$ cat config.mk
export PLATFORM = sky130hd
export DESIGN_NAME = priv_perf_counters_flat
export DESIGN_NICKNAME = d
export VERILOG_FILES = /design/src/rtl/priv_isa_types_pkg.sv /design/src/rtl/priv_perf_counters_if.sv /design/src/rtl/priv_perf_counters_counter.sv /design/src/rtl/priv_perf_counters.sv /design/src/flat_wrapper.sv
export SDC_FILE = /design/constraint.sdc
export NUM_CORES = 1
export LEC_CHECK = 0
export BUFFER_PORTS_ARGS = -buffer_cell sky130_fd_sc_hd__buf_4
export CORE_MARGIN = 2
export CORE_UTILIZATION = 56
export CTS_BUF_LIST = sky130_fd_sc_hd__clkbuf_2
export DETAILED_ROUTE_END_ITERATION = 10
export GPL_ROUTABILITY_DRIVEN = 1
export PLACE_DENSITY = 0.9
export SKIP_LAST_GASP = 1
export SLEW_MARGIN = 20
export SYNTH_ARGS = -nofsm -noshare
export SYNTH_HDL_FRONTEND = slang
export SYNTH_SLANG_ARGS = --single-unit
$ cat constraint.sdc
create_clock -name CLK -period 2.55 [get_ports CLK]
set_clock_uncertainty 0.15 [all_clocks]
set_input_delay 0.51 -clock CLK [delete_from_list [all_inputs] [get_ports CLK]]
set_output_delay 0.51 -clock CLK [all_outputs]
set_load 0.005 [all_outputs]
$ cat src/rtl/priv_isa_types_pkg.sv
// rtl/priv_isa_types_pkg.sv - CSR address constants and mcountinhibit layout for the privilege block
package priv_isa_types_pkg;

    localparam logic [11:0] CSR_MCOUNTINHIBIT = 12'h320;
    localparam logic [11:0] CSR_MCYCLE        = 12'hB00;
    localparam logic [11:0] CSR_MCYCLEH       = 12'hB80;
    localparam logic [11:0] CSR_CYCLE         = 12'hC00;
    localparam logic [11:0] CSR_CYCLEH        = 12'hC80;
    localparam logic [11:0] CSR_MCNT_LAST     = 12'hB86;

    localparam logic [6:0] CSR_OFF_CYCLE   = 7'd0;
    localparam logic [6:0] CSR_OFF_INSTRET = 7'd2;
    localparam logic [6:0] CSR_OFF_HPM3    = 7'd3;

    typedef struct packed {
        logic [28:0] hpm;
        logic        ir;
        logic        tm;
        logic        cy;
    } mcountinhibit_t;

endpackage

$ cat src/rtl/priv_perf_counters_if.sv
// rtl/priv_perf_counters_if.sv - pipeline event inputs and CSR access path of the perf-counter unit
interface priv_perf_counters_if;
    logic        wb_enable;
    logic        instr;
    logic        icache_miss;
    logic        dcache_miss;
    logic        ex_mem_stall;
    logic        pipe_clear;
    logic [11:0] csr_addr;
    logic        swap;
    logic        set;
    logic        clr;
    logic        valid_write;
    logic [31:0] wdata;
    logic [31:0] rdata;
    logic        csr_hit;

    modport master (
        output wb_enable, instr, icache_miss, dcache_miss, ex_mem_stall, pipe_clear,
        output csr_addr, swap, set, clr, valid_write, wdata,
        input  rdata, csr_hit
    );

    modport slave (
        input  wb_enable, instr, icache_miss, dcache_miss, ex_mem_stall, pipe_clear,
        input  csr_addr, swap, set, clr, valid_write, wdata,
        output rdata, csr_hit
    );
endinterface

$ cat src/rtl/priv_perf_counters_counter.sv
// rtl/priv_perf_counters_counter.sv - one CNT_W event counter with independent low/high half writes
module perf_counter64 #(
    parameter int CNT_W = 64
) (
    input  logic             clk_i,
    input  logic             rst_ni,
    input  logic             inc_i,
    input  logic             lo_we_i,
    input  logic             hi_we_i,
    input  logic [31:0]      wdata_i,
    output logic [CNT_W-1:0] cnt_o
);
    localparam int HI_W = CNT_W - 32;

    logic [31:0]     lo_q, lo_d;
    logic [HI_W-1:0] hi_q, hi_d;
    logic            carry;

    assign carry = inc_i & (&lo_q);

    // A write to either half suppresses this cycle's carry into the high half.
    always_comb begin
        lo_d = lo_q;
        hi_d = hi_q;
        if (lo_we_i)
            lo_d = wdata_i;
        else if (inc_i)
            lo_d = lo_q + 32'd1;
        if (hi_we_i)
            hi_d = wdata_i[HI_W-1:0];
        else if (!lo_we_i && carry)
            hi_d = hi_q + {{(HI_W-1){1'b0}}, 1'b1};
    end

    always_ff @(posedge clk_i) begin
        if (!rst_ni) begin
            lo_q <= '0;
            hi_q <= '0;
        end else begin
            lo_q <= lo_d;
            hi_q <= hi_d;
        end
    end

    assign cnt_o = {hi_q, lo_q};
endmodule

$ cat src/rtl/priv_perf_counters.sv
// rtl/priv_perf_counters.sv - machine-mode cycle/instret/hpm counters with CSR decode and RMW
// Macro PERF_HPM_EN enables mhpmcounter storage, miss edge detection and hpm inhibit bits.
module priv_perf_counters
    import priv_isa_types_pkg::*;
#(
    parameter int NUM_HPM = 4,
    parameter int CNT_W   = 64
) (
    input  logic                 CLK,
    input  logic                 nRST,
    priv_perf_counters_if.slave  bus
);
`ifdef PERF_HPM_EN
    localparam logic [31:0] INH_MASK = 32'h5 | (((32'h1 << NUM_HPM) - 32'h1) << 3);
`else
    localparam logic [31:0] INH_MASK = 32'h5;
`endif

    logic [11:0]      addr;
    logic [6:0]       idx;
    logic             page_ok, cnt_hit, we_any, wr_cnt, inh_we;
    logic [6:0]       lo_we, hi_we;
    logic [31:0]      new_val;
    logic [63:0]      sel_cnt;
    logic [CNT_W-1:0] cnt_val [0:6];
    mcountinhibit_t   inh_q, inh_d;

    assign addr    = bus.csr_addr;
    assign idx     = addr[6:0];
    assign page_ok = (addr[11:8] == CSR_MCYCLE[11:8]) || (addr[11:8] == CSR_CYCLE[11:8]);
    assign cnt_hit = page_ok && ((idx == CSR_OFF_CYCLE) || (idx == CSR_OFF_INSTRET) ||
                     ((idx >= CSR_OFF_HPM3) && (int'(idx) < 3 + NUM_HPM)));

    always_comb begin
        bus.rdata   = '0;
        bus.csr_hit = 1'b0;
        sel_cnt     = '0;
        if (addr == CSR_MCOUNTINHIBIT) begin
            bus.csr_hit = 1'b1;
            bus.rdata   = inh_q;
        end else if (cnt_hit) begin
            bus.csr_hit = 1'b1;
            sel_cnt     = 64'(cnt_val[idx[2:0]]);
            bus.rdata   = addr[7] ? sel_cnt[63:32] : sel_cnt[31:0];
        end
    end

    // RMW operand is the currently addressed half, i.e. the pre-write read data.
    always_comb begin
        new_val = bus.rdata;
        if (bus.swap)
            new_val = bus.wdata;
        else if (bus.set)
            new_val = bus.rdata | bus.wdata;
        else if (bus.clr)
            new_val = bus.rdata & ~bus.wdata;
    end

    assign we_any = bus.valid_write & (bus.swap | bus.set | bus.clr);
    assign wr_cnt = we_any && (addr >= CSR_MCYCLE) && (addr <= CSR_MCNT_LAST) && (idx < 7'd7);
    assign inh_we = we_any && (addr == CSR_MCOUNTINHIBIT);
    assign lo_we  = (wr_cnt && !addr[7]) ? (7'b1 << idx[2:0]) : 7'b0;
    assign hi_we  = (wr_cnt &&  addr[7]) ? (7'b1 << idx[2:0]) : 7'b0;
    assign inh_d  = inh_we ? mcountinhibit_t'(new_val & INH_MASK) : inh_q;

    always_ff @(posedge CLK) begin
        if (!nRST)
            inh_q <= '0;
        else
            inh_q <= inh_d;
    end

    perf_counter64 #(.CNT_W(CNT_W)) u_mcycle (
        .clk_i(CLK), .rst_ni(nRST), .inc_i(~inh_q.cy),
        .lo_we_i(lo_we[0]), .hi_we_i(hi_we[0]), .wdata_i(new_val), .cnt_o(cnt_val[0])
    );

    perf_counter64 #(.CNT_W(CNT_W)) u_minstret (
        .clk_i(CLK), .rst_ni(nRST), .inc_i(bus.wb_enable & bus.instr & ~inh_q.ir),
        .lo_we_i(lo_we[2]), .hi_we_i(hi_we[2]), .wdata_i(new_val), .cnt_o(cnt_val[2])
    );

    assign cnt_val[1] = '0;

`ifdef PERF_HPM_EN
    logic       ic_q, dc_q;
    logic [3:0] ev;

    always_ff @(posedge CLK) begin
        if (!nRST) begin
            ic_q <= 1'b0;
            dc_q <= 1'b0;
        end else begin
            ic_q <= bus.icache_miss;
            dc_q <= bus.dcache_miss;
        end
    end

    // Misses are levels held for the whole miss; count only their rising edge.
    assign ev = {bus.pipe_clear, bus.ex_mem_stall,
                 bus.dcache_miss & ~dc_q, bus.icache_miss & ~ic_q};

    for (genvar k = 0; k < 4; k++) begin : g_hpm
        if (k < NUM_HPM) begin : g_on
            perf_counter64 #(.CNT_W(CNT_W)) u_hpm (
                .clk_i(CLK), .rst_ni(nRST), .inc_i(ev[k] & ~inh_q.hpm[k]),
                .lo_we_i(lo_we[3+k]), .hi_we_i(hi_we[3+k]), .wdata_i(new_val),
                .cnt_o(cnt_val[3+k])
            );
        end else begin : g_off
            assign cnt_val[3+k] = '0;
        end
    end
`else
    for (genvar k = 0; k < 4; k++) begin : g_hpm
        assign cnt_val[3+k] = '0;
    end
`endif
endmodule

$ cat src/flat_wrapper.sv
// flat-port wrapper written by rule: the top's interface ports become plain ports
module priv_perf_counters_flat import priv_isa_types_pkg::*;
#(
    parameter int NUM_HPM = 4,
    parameter int CNT_W   = 64
)
  (CLK, nRST, bus_wb_enable, bus_instr, bus_icache_miss, bus_dcache_miss, bus_ex_mem_stall, bus_pipe_clear, bus_csr_addr, bus_swap, bus_set, bus_clr, bus_valid_write, bus_wdata, bus_rdata, bus_csr_hit);
  priv_perf_counters_if bus_i ();
  input  logic CLK;
  input  logic nRST;
  input wire logic [$bits(bus_i.wb_enable)-1:0] bus_wb_enable;
  input wire logic [$bits(bus_i.instr)-1:0] bus_instr;
  input wire logic [$bits(bus_i.icache_miss)-1:0] bus_icache_miss;
  input wire logic [$bits(bus_i.dcache_miss)-1:0] bus_dcache_miss;
  input wire logic [$bits(bus_i.ex_mem_stall)-1:0] bus_ex_mem_stall;
  input wire logic [$bits(bus_i.pipe_clear)-1:0] bus_pipe_clear;
  input wire logic [$bits(bus_i.csr_addr)-1:0] bus_csr_addr;
  input wire logic [$bits(bus_i.swap)-1:0] bus_swap;
  input wire logic [$bits(bus_i.set)-1:0] bus_set;
  input wire logic [$bits(bus_i.clr)-1:0] bus_clr;
  input wire logic [$bits(bus_i.valid_write)-1:0] bus_valid_write;
  input wire logic [$bits(bus_i.wdata)-1:0] bus_wdata;
  output wire logic [$bits(bus_i.rdata)-1:0] bus_rdata;
  output wire logic [$bits(bus_i.csr_hit)-1:0] bus_csr_hit;
  assign bus_i.wb_enable = bus_wb_enable;
  assign bus_i.instr = bus_instr;
  assign bus_i.icache_miss = bus_icache_miss;
  assign bus_i.dcache_miss = bus_dcache_miss;
  assign bus_i.ex_mem_stall = bus_ex_mem_stall;
  assign bus_i.pipe_clear = bus_pipe_clear;
  assign bus_i.csr_addr = bus_csr_addr;
  assign bus_i.swap = bus_swap;
  assign bus_i.set = bus_set;
  assign bus_i.clr = bus_clr;
  assign bus_i.valid_write = bus_valid_write;
  assign bus_i.wdata = bus_wdata;
  assign bus_rdata = bus_i.rdata;
  assign bus_csr_hit = bus_i.csr_hit;
  priv_perf_counters #(.NUM_HPM(NUM_HPM), .CNT_W(CNT_W)) u_core (.CLK(CLK), .nRST(nRST), .bus(bus_i));
endmodule
==> metrics.csv, run 1 <==
stage,metric,value,unit
power_and_ir_drop,total power,0.00366,W
sta,final setup margin,-0.103,ns
critical_path,Reg2Reg Depth,7,
critical_path,CP max FO,21,
clocking,clk slew on worst S/H paths,0.17,ns
status,failing checks,setup timing,
detailed_routing,Remaining DRCs,0,
critical_path,crit path from,bus_csr_addr[9],
global_route,met2 Use GR,59.9,%
logic_synthesis,Post-synth EDFFs,0,
global_route,first-pass GRT wire length,49.9,mm
power_and_ir_drop,leakage,4.00,nW
detailed_routing,routed len/inst,22.7,um
layout,Fillers,1049,
detailed_routing,final wirelength,33.6,mm
layout,Layout Cells excl Fill,1483,
sta,final slew viol count,0,
logic_synthesis,Unique masters post-synth,60,
logic_synthesis,synthesized flop and latch total,130,
run,Max Cap Viol,0,
placement,Port Buf Inserts,84,
clocking,CTS tree,yes,
status,status,"complete, but fails checks",
sta,period utilization,104,%
clocking,Root Driver,clkbuf_2,
clocking,htree depth,4,
logic_synthesis,Post-synth ARST share,0,%
global_route,largest net degree at the start of global routing,47,
floorplan,die footprint,16900,um^2
logic_synthesis,cells after synthesis,1072,
global_route,Total GRT Usage,38.4,%
global_route,layer with the highest usage,met2,
logic_synthesis,post-synthesis sequential area ratio,29.2,%
floorplan,initial core utilization,56.8,%
logic_synthesis,Synthesis Warnings,0,
layout,layout cell share with drive strength beyond 1,33.5,%
sta,setup TNS,-1.17,ns
detailed_routing,DRT Pass-1 Iters,6,
critical_path,Crit path top cell by count,buf_4,
placement,dpl hpwl,22.4,mm
sta,Fin. Hold Viols,0,
critical_path,CP max stage delay,0.35,ns
detailed_routing,Avg Vias per Cell,6.87,
detailed_routing,Via Count,10200,
detailed_routing,Iteration-0 DRC Markers,1701,
critical_path,critical path startpoint category,input pin,
logic_synthesis,ys flop type,dfxtp_1,
critical_path,slowest CP cell,buf_4,
logic_synthesis,Netlist Area Pre-Place,8920,um^2
floorplan,Site Rows,46,
critical_path,origin of the critical flop-to-flop path,u_core.u_mcycle.lo_q[2]$_SDFFE_PN0P_,
layout,area grow syn2layout,27.5,%
power_and_ir_drop,Max IR drop VDD,0.275,mV
power_and_ir_drop,PD cells,322,nW/um^2
critical_path,Crit. End Element,output pin,
clocking,Bufs on Longest Clock Path,2,
sta,fin crit period,2.65,ns
critical_path,crit path DAT,1.99,ns
global_route,met1 usage,49.0,%
critical_path,CP required,1.89,ns
floorplan,io pins,89,
placement,Placed Cells,1388,
layout,Nets,1314,
sta,Slew headroom,58.0,%
sta,Worst-Margin Slew,0.623,ns
detailed_routing,Routed Antenna Nets,0,
global_route,met3 global-route usage,7.75,%
clocking,clk_lat worst skew,0.73,ns
sta,final setup fails,24,
critical_path,reg2reg end,u_core.u_mcycle.lo_q[31]$_SDFFE_PN0P_,
logic_synthesis,Synthesized Nets,1132,
floorplan,Die Ht,130,um
global_route,number of global-route vias before repair,9324,
placement,RePlAce Congestion,1.00,
critical_path,CP Cell Sequence,buf_4 > nor3b_1 > buf_4 > o2111ai_2 > buf_4 > nor2b_1 > buf_4,
worst_hold_path,worst min-delay path class,input pin to register,
logic_synthesis,Syn Area/Cell,8.32,um^2
sta,RSZ-0062 raised after global routing,yes,
clocking,# clock sinks,130,
floorplan,chip width,130,um
clocking,Num CTS Buffers,17,
global_route,gr ovfl total,0,
sta,Achievable Freq,0.377,GHz
global_route,antenna violations before repair,1,
critical_path,worst reg2reg setup slack,0.04,ns
critical_path,critical path type,input pin to output pin,
critical_path,end point of the critical path,bus_rdata[27],
floorplan,core outline area,15700,um^2
## cell families after synthesis
| group | Yosys count | synth area share, % |
|---|---|---|
| flops | 130 | 29.2 |
| compound gates | 230 | 17.8 |
| fa+ha+maj | 4 | 0.561 |
| mux | 39 | 8.87 |
| xor+xnor | 125 | 12.3 |
| buf+inv | 111 | 5.30 |
| simple gates | 433 | 26.0 |
## cells in the mapped netlist (4+ instances only)
cell type  number  area share (%)
and3_1         12            0.84
a211oi_1       57             4.8
and2_1          6            0.42
mux2i_1         7            0.79
or3_1           7            0.49
inv_1          36             1.5
o2111ai_1       4            0.39
or2_2           6            0.42
o21ai_0        44             2.5
nor4_1         34             2.4
mux4_2         32             8.1
nand2_1        91             3.8
clkbuf_1       50             2.1
dfxtp_1       130              29
nand3_1        52             2.9
buf_2          16            0.90
xor2_1         43             4.2
a32o_1         24             2.7
nor2_1         96             4.0
a32oi_1        13             1.3
nor3_1         26             1.5
o22ai_1        28             2.0
xnor2_1        82             8.1
nand4_1        34             2.4
and4_1         11             1.1
a21oi_1        42             2.4
nor2b_1        32             2.2
ha_1            4            0.56
## layout make-up
cell class              count  area [um^2]  area share, %
clock inverters            10         92.6          0.815
repair buffers            237         2000           17.6
diodes                      1         2.50         0.0220
flip-flops and latches    130         2790           24.5
multi-input cells         831         5970           52.5
inverters                  37          139           1.22
clock buffers              21          105          0.925
well taps                 216          270           2.38
## power breakdown
group	total (W)	switching, W	internal, W
clock network	0.00120	0.000758	0.000438
logic	0.000446	0.000255	0.000191
registers	0.00202	0.00000679	0.00201
## registers in the layout (all words and copies together) (netlist names)
name	count
u_core.u_mcycle.lo_q	32
u_core.inh_q	2
u_core.u_mcycle.hi_q	32
u_core.u_minstret.lo_q	32
u_core.u_minstret.hi_q	32
## worst max-delay path, delay by kind of cell
| kind | cells | cell delay [ns] |
|---|---|---|
| AND/OR/NAND/NOR | 2 | 0.46 |
| buffers and inverters | 4 | 0.78 |
| AO/OA/AOI/OAI | 1 | 0.22 |
## metrics by stage
stage / worst slack [ns] / utilization (%) / cell area [um^2] / hold WS (ns)
after floorplan: 0.0720 / - / 8920 / 0.326
after global placement: -0.0438 / 65.6 / 10300 / 0.357
after detailed placement: -0.167 / 65.6 / 10300 / 0.383
after CTS: -0.0805 / 70.1 / 11000 / 0.00621
after global routing: -0.175 / 72.3 / 11400 / 0.00543
final: -0.103 / 72.3 / 11400 / 0.0331
## cell usage in the layout, fill, tap and decap left out, types with 13 or more instances in the layout
cell	count
xnor2_1	82
nor2_1	95
dfxtp_4	28
nor2b_1	24
a32o_1	24
inv_1	34
dfxtp_2	63
dfxtp_1	39
nand2_1	91
nor3_1	25
buf_4	202
nand4_1	34
o22ai_1	28
o21ai_0	44
clkbuf_2	21
a21oi_1	42
a32oi_1	13
nand3_1	52
nor4_1	28
mux4_2	32
xor2_1	43
a211oi_1	57
## layer usage
layer	part of all wire, %	vias to the layer above
li1	-	4352
met1	37	4771
met2	45	856
met3	12	214
met4	6.4	0
met5	0	-
## timing repair
| action | in CTS | in global routing |
|---|---|---|
| hold endpoints to repair | 21 | 2 |
| gates resized for setup | 109 | 48 |
| setup endpoints to repair | 40 | 51 |
| hold buffers | 10 | 2 |
| pin swaps | 0 | 1 |
| setup buffers | 42 | 26 |
## worst min-delay path by stage
stage | slack, ns | cells after the start | end | from
6_report | 0.03 | 3 | u_core.u_mcycle.hi_q[9]$_SDFFE_PN0P_ | bus_wdata[9]
3_3_place_gp | 0.36 | 2 | u_core.inh_q[2]$_SDFFE_PN0P_ | u_core.inh_q[2]$_SDFFE_PN0P_
2_1_floorplan | 0.33 | 2 | u_core.inh_q[2]$_SDFFE_PN0P_ | u_core.inh_q[2]$_SDFFE_PN0P_
4_1_cts | 0.006 | 3 | u_core.u_mcycle.hi_q[11]$_SDFFE_PN0P_ | bus_wdata[11]
5_1_grt | 0.005 | 3 | u_core.u_mcycle.hi_q[9]$_SDFFE_PN0P_ | bus_wdata[9]
3_5_place_dp | 0.38 | 2 | u_core.inh_q[2]$_SDFFE_PN0P_ | u_core.inh_q[2]$_SDFFE_PN0P_
Note: power is estimated with default switching activity, not from simulation.
==> inputs of run 2 (changes only) <==
Settings changed: CORE_ASPECT_RATIO set to 2, CORE_UTILIZATION 56 to 62, GPL_ROUTABILITY_DRIVEN 1 to not set, PLACE_DENSITY 0.9 to 0.94.
Clock period 2.55 ns to 3.02 ns, I/O delays scaled along.
==> metrics.csv, run 2 (same netlist as run 1, synthesis figures left out) <==
stage,metric,value,unit,change
status,status,finished clean,,
power_and_ir_drop,switching share of total power,29.1,%,+1.3 points
global_route,antenna violations before repair,1,,unchanged
sta,fin crit period,2.87,ns,
critical_path,CP max FO,38,,+81%
global_route,first-pass GRT wire length,47.5,mm,-4.8%
clocking,Hold Buf Count CTS,0,,-10
global_route,number of global-route vias before repair,9376,,+0.56%
critical_path,Top Family by Delay on Critical Path,buffers and inverters,,
critical_path,worst reg2reg setup slack,0.23,ns,+0.19 ns
detailed_routing,Iteration-0 DRC Markers,1581,,-7.1%
critical_path,CP max stage delay,0.64,ns,+0.29 ns
critical_path,critical path type,input pin to output pin,,
detailed_routing,Remaining DRCs,0,,unchanged
clocking,# clock sinks,130,,unchanged
power_and_ir_drop,Max IR drop VDD,0.207,mV,-25%
clocking,CTS resizes,0,,-100%
placement,Port Buf Inserts,84,,unchanged
layout,most frequent cells in the layout,"dfxtp_1, buf_4, nor2_1",,
power_and_ir_drop,PD cells,313,nW/um^2,-2.9%
critical_path,CP required,2.27,ns,+0.38 ns
clocking,htree depth,4,,unchanged
sta,RSZ-0062 raised after global routing,no,,
worst_hold_path,worst min-delay path class,input pin to register,,
power_and_ir_drop,Gate power share,10.1,%,-2.1 points
critical_path,Crit path top cell by count,buf_4,,
sta,Fin. Hold Viols,0,,unchanged
floorplan,chip width,88.8,um,-32%
sta,final setup fails,0,,-100%
detailed_routing,Via Count,9698,,-4.9%
critical_path,critical path startpoint category,input pin,,
layout,register area,2600,um^2,-6.6%
sta,Worst-Margin Slew,0.925,ns,+0.302 ns
power_and_ir_drop,Seq pwr share,55.2,%,about the same
floorplan,die footprint,15400,um^2,-9.0%
clocking,clk_lat worst skew,0.74,ns,about the same
floorplan,io pins,89,,unchanged
critical_path,CP Buf/Inv Count,2,,-2
floorplan,initial core utilization,62.8,%,+6.1 points
floorplan,core outline area,14200,um^2,-9.7%
layout,layout cell share with drive strength beyond 1,19.0,%,-14 points
global_route,Total GRT Usage,39.8,%,+1.5 points
sta,final setup margin,0.151,ns,+0.253 ns
placement,dpl hpwl,21.6,mm,-3.3%
power_and_ir_drop,clock share of power,34.7,%,+2.0 points
global_route,largest net degree at the start of global routing,60,,+28%
clocking,clk slew on worst S/H paths,0.21,ns,+0.04 ns
layout,Nets,1200,,-8.7%
sta,Slew headroom,38.3,%,-20 points
detailed_routing,Avg Vias per Cell,7.21,,+4.9%
floorplan,Die Ht,174,um,+33%
clocking,CTS tree,yes,,
run,Max Cap Viol,0,,unchanged
layout,Fillers,1025,,-2.3%
detailed_routing,final wirelength,30.6,mm,-8.9%
placement,RePlAce Congestion,1.02,,+1.5%
detailed_routing,DRT Pass-1 Iters,9,,+3
detailed_routing,routed len/inst,22.8,um,+0.41%
clocking,Num CTS Buffers,17,,unchanged
floorplan,Site Rows,62,,+35%
critical_path,CP Cell Sequence,buf_4 > mux4_2 > nor2b_1 > buf_4,,
placement,worst slack at placement,0.0360,ns,+0.203 ns
clocking,Root Driver,clkbuf_2,,
sta,setup TNS,0,ns,+1.17 ns
placement,placed cell area,9790,um^2,-5.0%
global_route,gr ovfl total,0,,unchanged
clocking,Post-CTS Setup Bufs,0,,-100%
critical_path,Crit. End Element,output pin,,
sta,final slew viol count,0,,unchanged
layout,post-route cell area,10000,um^2,-12%
power_and_ir_drop,leakage,3.29,nW,-18%
critical_path,crit path DAT,2.12,ns,+0.13 ns
sta,Achievable Freq,0.349,GHz,
power_and_ir_drop,Switching Power,0.000914,W,-10%
clocking,Bufs on Longest Clock Path,2,,unchanged
layout,Multi-input gate area,5870,um^2,-1.6%
critical_path,slowest CP cell,mux4_2,,
layout,area grow syn2layout,12.7,%,
layout,"commonest non-fill, non-tap cell in the layout",dfxtp_1,,
power_and_ir_drop,Pint,0.00223,W,-16%
detailed_routing,Routed Antenna Nets,0,,unchanged
sta,period utilization,95.0,%,
run 2: changes by cell type in the layout (fill, tap and decap cells not counted), moves of 5 or more:
cell           previous run  this run
buf_12                   12         3
buf_4                   202       120
buf_6                    11         0
clkinv_1                  7         2
clkinv_4                  0         5
dfxtp_1                  39       130
dfxtp_2                  63         0
dfxtp_4                  28         0
dlygate4sd3_1            12         0
nor2b_1                  24        32
nor2b_4                   7         0
run 2: through the flow:
stage | util (%) | hold WS, ns | total power (W) | std cells
after global placement | 69.0 | 0.354 | 0.00206 | 1313
final | 70.8 | 0.0363 | 0.00314 | 1345
after global routing | 70.8 | 0.0451 | 0.00321 | 1345
after detailed placement | 69.0 | 0.394 | 0.00207 | 1313
after CTS | 70.6 | 0.0422 | 0.00312 | 1344
after floorplan | - | 0.326 | 0.00194 | 1072
run 2: power by group through the flow:
stage,logic [W],registers [W],clock network (W)
floorplan,0.000178,0.00176,0
global placement,0.000294,0.00176,0
detailed placement,0.000304,0.00177,0
CTS,0.000306,0.00173,0.00108
global route,0.000332,0.00173,0.00114
finish,0.000316,0.00173,0.00109
run 2: metal layers:
layer  global-route usage (%)  part of all wire (%)
met1                     47.0                    33
met2                     60.3                    46
met3                     10.7                    12
met4                     29.2                   9.2
met5                        0                     0
run 2: cell type report:
class                   instances  share of cell area [%]
diodes                          1                  0.0249
clock buffers                  18                   0.897
clock inverters                13                    1.39
inverters                      37                    1.38
multi-input cells             831                    58.4
flip-flops and latches        130                    25.9
well taps                     192                    2.39
repair buffers                123                    9.56
run 2: path summary, 6_finish.rpt:
check | from | end | cells past startpoint
setup / recovery | bus_csr_addr[7] | bus_rdata[28] | 4
hold / removal | bus_wdata[15] | u_core.u_mcycle.hi_q[15]$_SDFFE_PN0P_ | 3
setup reg to reg | u_core.u_mcycle.lo_q[1]$_SDFFE_PN0P_ | u_core.u_mcycle.hi_q[10]$_SDFFE_PN0P_ | 8
hold reg to reg | u_core.inh_q[2]$_SDFFE_PN0P_ | u_core.inh_q[2]$_SDFFE_PN0P_ | 2
run 2: worst register-to-register path: cells and delay by family, from the launching register on:
family / cells / cell delay (ns)
buffers and inverters: 1 / 0.18
adders and majority gates: 1 / 0.29
DFF: 1 / 0.51
AOI/OAI and AO/OA: 1 / 0.10
and+or+nand+nor: 4 / 1.27
xor gates and xnor gates: 1 / 0.17
==> inputs of run 3 (changes only) <==
==> constraint.sdc (replaced) <==
create_clock -name CLK -period 3 [get_ports CLK]
set_clock_uncertainty 0.15 [all_clocks]
set_input_delay 0.45 -clock CLK [delete_from_list [all_inputs] [get_ports CLK]]
set_output_delay 0.45 -clock CLK [all_outputs]
set_load 0.005 [all_outputs]
==> metrics.csv, run 3 (same netlist as run 1, synthesis figures left out) <==
stage,metric,value,unit,change
clocking,clk_lat worst skew,0.72,ns,-0.02 ns
sta,final setup fails,0,,unchanged
critical_path,critical path startpoint category,register,,
clocking,htree depth,4,,unchanged
placement,RePlAce Congestion,1.02,,about the same
status,status,"complete, but fails checks",,
critical_path,CP required,3.48,ns,+1.21 ns
floorplan,initial core utilization,62.8,%,unchanged
sta,final slew viol count,0,,unchanged
floorplan,Site Rows,62,,unchanged
sta,Achievable Freq,0.357,GHz,
layout,post-route cell area,10200,um^2,+1.8%
sta,Worst-Margin Slew,1.17,ns,+0.247 ns
detailed_routing,Via Count,9461,,-2.4%
critical_path,critical path type,register to register,,
sta,RSZ-0062 raised after global routing,no,,
floorplan,core outline area,14200,um^2,unchanged
global_route,first-pass GRT wire length,45.9,mm,-3.5%
placement,worst slack at placement,0.232,ns,+0.196 ns
global_route,Total GRT Usage,38.5,%,-1.3 points
placement,dpl hpwl,20.9,mm,-3.1%
power_and_ir_drop,PD cells,326,nW/um^2,+4.4%
placement,Placed Cells,1305,,-0.61%
sta,period utilization,93.3,%,
floorplan,io pins,89,,unchanged
detailed_routing,routed len/inst,21.8,um,-4.1%
detailed_routing,Avg Vias per Cell,6.96,,-3.5%
layout,Layout Cells excl Fill,1360,,+1.1%
layout,"commonest non-fill, non-tap cell in the layout",dfxtp_1,,
clocking,Bufs on Longest Clock Path,2,,unchanged
clocking,clk slew on worst S/H paths,0.20,ns,about the same
detailed_routing,final wirelength,29.7,mm,-3.1%
worst_hold_path,Hold Path Origin,bus_csr_addr[0],,
worst_hold_path,Hold Path Sink,u_core.u_minstret.hi_q[16]$_SDFFE_PN0P_,,
clocking,CTS resizes,0,,unchanged
global_route,number of global-route vias before repair,8786,,-6.3%
detailed_routing,max layer used,met4,,
critical_path,worst reg2reg setup slack,0.20,ns,-0.03 ns
detailed_routing,Iteration-0 DRC Markers,1426,,-9.8%
placement,Port Buf Inserts,84,,unchanged
run,Max Cap Viol,0,,unchanged
placement,placed cell area,9730,um^2,-0.61%
global_route,largest net degree at the start of global routing,60,,unchanged
floorplan,die footprint,15400,um^2,unchanged
layout,Multi-input gate area,5850,um^2,-0.43%
layout,Nets,1214,,+1.2%
floorplan,Die Ht,174,um,unchanged
floorplan,chip width,88.8,um,unchanged
detailed_routing,Remaining DRCs,1,,+1
worst_hold_path,Worst Hold Depth,3,,unchanged
worst_hold_path,worst min-delay path class,input pin to register,,
critical_path,Crit. End Element,register,,
detailed_routing,met3 wire length,3.58,mm,-6.0%
critical_path,origin of the critical flop-to-flop path,u_core.u_minstret.lo_q[7]$_SDFFE_PN0P_,,
sta,setup TNS,0,ns,unchanged
sta,Fin. Hold Viols,0,,unchanged
sta,final setup margin,0.201,ns,+0.0503 ns
critical_path,reg2reg end,u_core.u_minstret.hi_q[19]$_SDFFE_PN0P_,,
layout,area grow syn2layout,14.7,%,
power_and_ir_drop,Max IR drop VDD,0.205,mV,-0.79%
detailed_routing,WL met2,13.8,mm,-1.3%
clocking,Root Driver,clkbuf_2,,
clocking,Num CTS Buffers,17,,unchanged
critical_path,crit path DAT,3.27,ns,+1.15 ns
power_and_ir_drop,leakage,3.36,nW,+2.0%
layout,layout cell share with drive strength beyond 1,17.7,%,-1.3 points
critical_path,CP max FO,14,,-63%
layout,register area,2600,um^2,unchanged
status,failing checks,DRC,,
layout,Fillers,1059,,+3.3%
critical_path,Reg2Reg Depth,6,,-2
clocking,# clock sinks,130,,unchanged
clocking,CTS tree,yes,,
sta,fin crit period,2.80,ns,
global_route,antenna violations before repair,1,,unchanged
detailed_routing,met1 wire length,10.4,mm,+3.9%
global_route,gr ovfl total,0,,unchanged
layout,most frequent cells in the layout,"dfxtp_1, buf_4, nor2_1",,
detailed_routing,DRT Pass-1 Iters,9,,unchanged
layout,final core area utilization,72.1,%,+1.3 points
clocking,Post-CTS Setup Bufs,0,,unchanged
sta,Slew headroom,21.9,%,-16 points
detailed_routing,Routed Antenna Nets,0,,unchanged
-- run 3: changes by cell type in the layout (fill, tap and decap cells not counted) --
cell | previous run | this run
clkinv_2 | 2 | 1
clkinv_1 | 2 | 3
clkinv_4 | 5 | 3
clkinvlp_4 | 3 | 4
buf_4 | 120 | 112
nor4_2 | 7 | 3
nor4_1 | 30 | 34
bufinv_16 | 2 | 4
dlygate4sd3_1 | 0 | 22
-- run 3: worst max-delay path, stage by stage (launching register included) --
cell and delay [ns]:
dfxtp_1 0.48, nand4_1 0.30, nor4_4 0.62, nand2_2 0.35
nor4_1 0.45, xnor2_1 0.12, a211oi_1 0.24
-- run 3: layout make-up --
type	count	share of cell area, %
multi-input combinational	831	57.2
sequential	130	25.4
timing repair buffer	137	11.0
tap	192	2.35
clock inverter	14	1.85
inverter	37	1.36
clock buffer	18	0.880
antenna	1	0.0245
-- run 3: worst max path at each step --
stage | start | to | depth (start not counted)
4_1_cts | u_core.u_mcycle.lo_q[0]$_SDFFE_PN0P_ | u_core.u_mcycle.hi_q[6]$_SDFFE_PN0P_ | 8
3_5_place_dp | bus_csr_addr[3] | u_core.u_mcycle.lo_q[26]$_SDFFE_PN0P_ | 7
2_1_floorplan | bus_csr_addr[9] | bus_rdata[11] | 6
6_report | u_core.u_minstret.lo_q[7]$_SDFFE_PN0P_ | u_core.u_minstret.hi_q[19]$_SDFFE_PN0P_ | 6
5_1_grt | u_core.u_mcycle.lo_q[0]$_SDFFE_PN0P_ | u_core.u_mcycle.hi_q[6]$_SDFFE_PN0P_ | 8
3_3_place_gp | bus_csr_addr[3] | u_core.u_mcycle.lo_q[26]$_SDFFE_PN0P_ | 7
-- run 3: metrics by stage --
stage	hold slack [ns]	total power [W]
after floorplan	0.326	0.00195
after global placement	0.354	0.00208
after detailed placement	0.382	0.00209
after CTS	0.0129	0.00333
after global routing	0.0542	0.00342
final	0.0456	0.00334
-- run 3: report_power, final --
group	switching (W)	leakage, nW	internal [W]	total, W
clock	0.000707	0.151	0.000546	0.00125
combinational	0.000199	2.16	0.000143	0.000342
sequential	0.00000817	1.05	0.00174	0.00174
-- run 3: repair_timing --
| item | CTS | global route |
|---|---|---|
| endpoints found under the setup margin | 0 | 0 |
| hold buffers | 22 | 0 |
| endpoints found under the hold margin | 18 | 0 |
-- run 3: metal layers --
metal  GRT usage, %  vias up
li1               -     4150
met1           49.6     4348
met2           58.9      803
met5              0        -
met3           7.05      160
met4           22.7        0
